===== config.mk =====
export PLATFORM = sky130hd
export DESIGN_NAME = instruction_fetch
export DESIGN_NICKNAME = d
export VERILOG_FILES = /design/src/rtl/instruction_fetch.sv
export SDC_FILE = /design/constraint.sdc
export NUM_CORES = 1
export LEC_CHECK = 0
export ABC_AREA = 1
export CAP_MARGIN = 20
export CORE_MARGIN = 4
export CORE_UTILIZATION = 60
export CTS_CLUSTER_DIAMETER = 150
export DETAILED_ROUTE_END_ITERATION = 8
export DONT_BUFFER_PORTS = 1
export PLACE_DENSITY = 0.76
export SLEW_MARGIN = 30
export SYNTH_ARGS = -nofsm -noshare
export SYNTH_HDL_FRONTEND = slang
export SYNTH_SLANG_ARGS = --single-unit

===== constraint.sdc =====
create_clock -name clock -period 7.86 [get_ports clock]
set_input_delay 1.965 -clock clock [delete_from_list [all_inputs] [get_ports clock]]
set_output_delay 1.965 -clock clock [all_outputs]
set_load 0.03 [all_outputs]

===== src/rtl/instruction_fetch.sv =====
`timescale 1ns/1ps
// Fetch stage feeding the IF/ID register: one outstanding imem request, one-entry
// skid buffer for downstream stall, and branch redirect with in-flight discard.
module instruction_fetch #(
  parameter logic [31:0] RESET_PC = 32'h0000_0000,
  parameter logic [31:0] PC_STEP  = 32'd4
) (
  input  logic        clock,
  input  logic        reset,
  input  logic        stall,
  input  logic        branch_taken,
  input  logic [31:0] branch_target,
  output logic        imem_req,
  output logic [31:0] imem_addr,
  input  logic        imem_ready,
  input  logic [31:0] imem_rdata,
  output logic [31:0] output_pc_address,
  output logic [31:0] output_instruc,
  output logic        output_valid
);

  typedef enum logic [1:0] {FETCH, HOLD, DISCARD} state_e;

  state_e      state_q, state_d;
  logic [31:0] pc_q, pc_d;
  logic [31:0] saved_target_q, saved_target_d;
  logic [31:0] skid_pc_q, skid_pc_d;
  logic [31:0] skid_instr_q, skid_instr_d;
  logic [31:0] out_pc_q, out_pc_d;
  logic [31:0] out_instr_q, out_instr_d;
  logic        out_valid_q, out_valid_d;
  logic        can_accept;

  assign can_accept        = !stall || !out_valid_q;
  assign imem_req          = (state_q == FETCH) || (state_q == DISCARD);
  assign imem_addr         = pc_q;
  assign output_pc_address = out_pc_q;
  assign output_instruc    = out_instr_q;
  assign output_valid      = out_valid_q;

  always_comb begin
    // NOTE: every next-state value defaults to its register first, so no branch
    // of the decode below can leave a signal unassigned and infer a latch.
    state_d        = state_q;
    pc_d           = pc_q;
    saved_target_d = saved_target_q;
    skid_pc_d      = skid_pc_q;
    skid_instr_d   = skid_instr_q;
    out_pc_d       = out_pc_q;
    out_instr_d    = out_instr_q;
    out_valid_d    = out_valid_q;

    if (branch_taken) begin
      // Redirect flushes the output even under stall and empties the skid.
      out_valid_d  = 1'b0;
      skid_pc_d    = '0;
      skid_instr_d = '0;
      case (state_q)
        FETCH: begin
          if (imem_ready) begin
            pc_d = branch_target;
          end else begin
            saved_target_d = branch_target;
            state_d        = DISCARD;
          end
        end
        HOLD: begin
          pc_d    = branch_target;
          state_d = FETCH;
        end
        DISCARD: begin
          saved_target_d = branch_target;
          if (imem_ready) begin
            pc_d    = branch_target;
            state_d = FETCH;
          end
        end
        default: state_d = FETCH;
      endcase
    end else begin
      case (state_q)
        FETCH: begin
          if (imem_ready) begin
            pc_d = pc_q + PC_STEP;
            if (can_accept) begin
              out_pc_d    = pc_q;
              out_instr_d = imem_rdata;
              out_valid_d = 1'b1;
            end else begin
              skid_pc_d    = pc_q;
              skid_instr_d = imem_rdata;
              state_d      = HOLD;
            end
          end else if (!stall) begin
            out_valid_d = 1'b0;
          end
        end
        HOLD: begin
          if (!stall) begin
            out_pc_d    = skid_pc_q;
            out_instr_d = skid_instr_q;
            out_valid_d = 1'b1;
            state_d     = FETCH;
          end
        end
        DISCARD: begin
          // The stale response is consumed here and never reaches the output.
          out_valid_d = 1'b0;
          if (imem_ready) begin
            pc_d    = saved_target_q;
            state_d = FETCH;
          end
        end
        default: state_d = FETCH;
      endcase
    end
  end

  // NOTE: sequential state uses non-blocking assignments so every register
  // samples the pre-edge values, independent of statement order.
  always_ff @(posedge clock or posedge reset) begin
    if (reset) begin
      state_q        <= FETCH;
      pc_q           <= RESET_PC;
      saved_target_q <= '0;
      skid_pc_q      <= '0;
      skid_instr_q   <= '0;
      out_pc_q       <= '0;
      out_instr_q    <= '0;
      out_valid_q    <= 1'b0;
    end else begin
      state_q        <= state_d;
      pc_q           <= pc_d;
      saved_target_q <= saved_target_d;
      skid_pc_q      <= skid_pc_d;
      skid_instr_q   <= skid_instr_d;
      out_pc_q       <= out_pc_d;
      out_instr_q    <= out_instr_d;
      out_valid_q    <= out_valid_d;
    end
  end

endmodule


Word level (Yosys, flattened, before mapping) --
Cells that the tools add are included.
Storage, ports and cells: word-level logic and storage cells 82, bits of input ports 69, register bits 195, output and inout bits 98
Cells by class: $add $sub $neg 1, multiplexer cells 38, bitwise operators 1, reductions and logical operators 18, equality and inequality tests 16
Operator list (number):
- $mux 32 | 19
- $pmux 32 s2 | 5
- $add 32x3->32 const B | 1
- $ne 3x3->1 const B | 5
- $mux 2 | 6
- $ne 2x2->1 const B | 5
- $reduce_and 5->1 | 2
- $ne 4x4->1 const B | 2
- $reduce_and 4->1 | 2
- $reduce_bool 2->1 | 4
- $ne 3x2->1 const B | 2
- $pmux 2 s3 | 1
- $reduce_and 3->1 | 2
- $mux 1 | 5
- $pmux 2 s2 | 1
- $reduce_bool 4->1 | 1
- $pmux 1 s3 | 1
- $reduce_bool 3->1 | 1
- $eq 2x1->1 const B | 1
- $eq 2x2->1 const B | 1
- $logic_not 1->1 | 2
- $logic_not 2->1 | 1
- $logic_or 1x1->1 | 2
- $reduce_or 2->1 | 1
- $not 1->1 | 1

Longest topological paths before layout --
depth in word-level cells 6, gate-level depth with buffers 13, mapped depth without buffers 11

Least setup slack after synthesis --
Ideal clock, no wire load.
path type input port to flip-flop, start point input branch_taken, end point register out_instr_q[0] (netlist: output_instruc[0]), path slack 4.877 ns, required time 7.734 ns, library setup time 0.126 ns, stages 5, path buffers 3, arrival 2.858 ns, cell sequence buf_2 -> nor4_2 -> buf_2 -> buf_2 -> a21oi_1
Between the ends: longest elaborated chain between the ends 2
RTL lines:
- from (decl) | RTL line 11 | input logic branch_taken,
- $not 1->1 (no source line)
- $reduce_and 5->1 (no source line)
- to (signal assigned) | RTL line 138 | out_instr_q <= out_instr_d;
- to (decl) | RTL line 30 | logic [31:0] out_instr_q, out_instr_d;
No other way between the ends. A chain may end at the register's enable or synchronous reset.

Worst setup path after layout --
start point register state_q[0], end point output imem_req
Between the ends: longest elaborated chain between the ends 2, elaborated cells on any way between the ends 3, classes of those cells 1 x eq/ne; 2 x reduce/logical
RTL lines:
- from (decl) | RTL line 24 | state_e state_q, state_d;
- from (signal assigned) | RTL line 132 | state_q <= state_d;
- $eq 2x2->1 or $logic_not 2->1 (tied branches) | RTL line 35 | assign imem_req = (state_q == FETCH) || (state_q == DISCARD);
- $logic_or 1x1->1 (*) | RTL line 35
- to (decl) | RTL line 13 | output logic imem_req,
Mark *: on every way between the ends. The rest lies on a longest branch, timed or not.

==> reports/results.ini <==
[outcome]
status = complete, no violations

[pwr]
p_leak_nw = 4.536
p_clk_share_pct = 19.9
power_switching_mw = 2.097
power_frac_comb_pct = 29.6
p_sw_share_pct = 47.74
irDropWorstVdd_v = 0.0001816
pwr_density_cell_nw_per_um2 = 436.1
intPower_mw = 2.296
pwr-share-seq_pct = 50.6

[routing]
via_count = 7849
viasPerCell = 5.639
postRouteAntennaNets = 0
firstDrtPassIters = 5
wl_per_cell_um = 16.63
drcViolationCount = 0
routed_wl_mm = 23.16
drtIter0Drc = 709

[floorplanning]
start_util_pct = 61.82
die_y_um = 133.6
pin_count = 167
rows = 45
core_um2 = 15310
die_w_um = 133.6
design.die.area_um2 = 17850

[timing]
setup_viol = 0
slew_violations = 0
worstMarginPinSlew_ps = 946.5
fin_crit_sh_pct = 54.00
rsz0062_at_grt = no
fin_skew_ps = 8.098
fin_setup_tns_ps = 0
slew-limit-headroom_pct = 36.81
final-hold-violation-count = 0
post-route-min-period_ps = 4245
max_freq_mhz = 235.6

[global_routing]
grt_pass1_vias = 7402
antenna_found_initial = 0
grt_pass1_wl_mm = 38.38
grt_usage_pct = 26.61
grt-ovfl-total = 0
grt_max_degree = 116

[layout]
drive_gt1_share_pct = 4.318
final_cells = 1392
nNetsFinal = 1242
stdcell_area_um2 = 10070
n_fill_cell = 1365
diodes = 0
syn_to_final_growth_pct = 6.410
layout_common_cells = nand2_1 (271), dfrtp_1 (195), o21ai_0 (150)
layout_commonest_cell = nand2_1

[yosys]
ys_types = 32
yosysSeqAreaShare_pct = 51.54
synth_area_um2 = 9468
syn_inst = 1217
yosys.area_share.simple_pct = 20.18
syn_nets = 1290
synth_top_family_by_area = simple AND/OR/NAND/NOR gates
synth_xor_xnor_area_share_pct = 0.2775
synth-compound-area-share_pct = 17.71
syn_area_per_cell_um2 = 7.780
synth.ff_latch_count = 195
synth_fa_ha_area_share_pct = 0.5286
yosysWarnings = 0
synth.area.mux_share_pct = 0.1189

[clocking]
htreeDepth = 4
numCtsBuffers = 17
hold_buffers = 0
clockBufferDepth = 2
post_cts_buffers = 0
cts_sinks = 195
cts_root_buffer = clkbuf_16
cts_resized = 0
cts_tree = built
clk_pin_slew_ps = 70
clk_latency_ps = 430

[worst_hold_path]
hold_class = flip-flop to flip-flop
holdPathStages = 2

[placed_design]
dp_hpwl_mm = 15.44
portBuffers = 0
gp_congestion = 0.8614
dp_cells = 1361
dpl_cell_area_um2 = 9475

[job]
cap_viol_max_count = 0

[setup_path]
critical_path_required_ps = 5890
endpoint_kind = primary output
crit_fanout = 34
cp.arrival_ps = 2280
critPathKind = flip-flop to primary output
reg2regPathDepth = 11
worstSetupStartpointType = flip-flop
r2r_slack_ps = 4200

## power groups by stage
stage / clock network (mW) / registers, mW / logic [mW]
after floorplan: 0 / 2.08 / 1.08
after global placement: 0 / 2.23 / 1.25
after detailed placement: 0 / 2.24 / 1.28
after CTS: 0.892 / 2.22 / 1.30
after global routing: 0.934 / 2.27 / 1.50
final: 0.874 / 2.22 / 1.30
## per-stage QoR
| stage | util, % | total power [mW] | setup slack (ps) | hold slack, ps |
|---|---|---|---|---|
| 6_report | 65.78 | 4.393 | 3615 | 489.9 |
| 5_1_grt | 65.78 | 4.703 | 3444 | 504.2 |
| 4_1_cts | 65.78 | 4.407 | 3583 | 489.7 |
| 3_5_place_dp | 61.87 | 3.521 | 3839 | 472.6 |
| 3_3_place_gp | 61.80 | 3.473 | 3858 | 465.3 |
| 2_1_floorplan | - | 3.164 | 582.8 | 452.9 |
## path summary, 6_finish.rpt
check / startpoint / endpoint
max reg2reg: state_q[0] / imem_addr[11]
min in group asynchronous: reset / output_instruc[26]
max: state_q[0] / imem_req
min reg2reg: saved_target_q[11] / saved_target_q[11]
min: saved_target_q[11] / saved_target_q[11]
max in group asynchronous: reset / output_pc_address[14]
## worst max-delay path, stage by stage (launching register included)
cell and delay [ps]:
dfrtp_1 410, inv_1 90, ha_1 210, buf_4 250
inv_2 530, nand2_2 370
## state kept, by name, summed over array words and instances, names as in the netlist
name / count
imem_addr: 32
output_instruc: 32
output_pc_address: 32
saved_target_q: 32
skid_instr_q: 32
skid_pc_q: 32
state_q: 2
output_valid: 1
## synthesized netlist by cell type
master | count | share of area (%)
nand2_1 | 271 | 11
dfrtp_1 | 195 | 52
o21ai_0 | 150 | 7.9
inv_1 | 143 | 5.7
a21oi_1 | 113 | 6.0
nor2_1 | 110 | 4.4
nand3_1 | 80 | 4.2
clkbuf_1 | 38 | 1.5
o22ai_1 | 32 | 2.1
buf_2 | 19 | 1.0
o21ai_1 | 14 | 0.74
buf_1 | 7 | 0.28
o211ai_1 | 7 | 0.56
buf_6 | 6 | 0.71
buf_4 | 4 | 0.32
ha_1 | 4 | 0.53
inv_2 | 4 | 0.16
nor2_2 | 3 | 0.20
a31oi_1 | 2 | 0.13
nand4_1 | 2 | 0.13
xor2_1 | 2 | 0.19
and2_1 | 1 | 0.066
mux2_2 | 1 | 0.12
nand2_2 | 1 | 0.066
nand3b_1 | 1 | 0.079
nor2_4 | 1 | 0.12
nor3_1 | 1 | 0.053
nor4_2 | 1 | 0.13
o2111ai_1 | 1 | 0.093
o21ai_2 | 1 | 0.093
o31ai_1 | 1 | 0.079
xnor2_1 | 1 | 0.093
## area by class of cell
type | count | area (um^2) | share of cell area, %
inverter | 147 | 559.3 | 5.551
sequential | 195 | 4880 | 48.43
clock buffer | 24 | 501.7 | 4.980
clock inverter | 7 | 97.59 | 0.9687
tap | 211 | 264.0 | 2.620
multi-input combinational | 801 | 3716 | 36.89
timing repair buffer | 7 | 56.30 | 0.5589
## metal layers
layer / vias up / part of all wire, % / global-route usage [%]
met5: - / 0 / 0
li1: 3839 / - / -
met2: 313 / 44 / 39.05
met4: 0 / 2.4 / 9.543
met1: 3661 / 45 / 38.47
met3: 36 / 9.0 / 6.986
## cell families (layout without fill, tap and decap cells)
kind of cell    Yosys count  count (layout)
simple gates            472             472
fa+ha+maj                 4               4
mux                       1               1
compound gates          321             321
buf+inv                 221             185
flops                   195             195
xor+xnor                  3               3
Power figures use the tool's default switching activity.
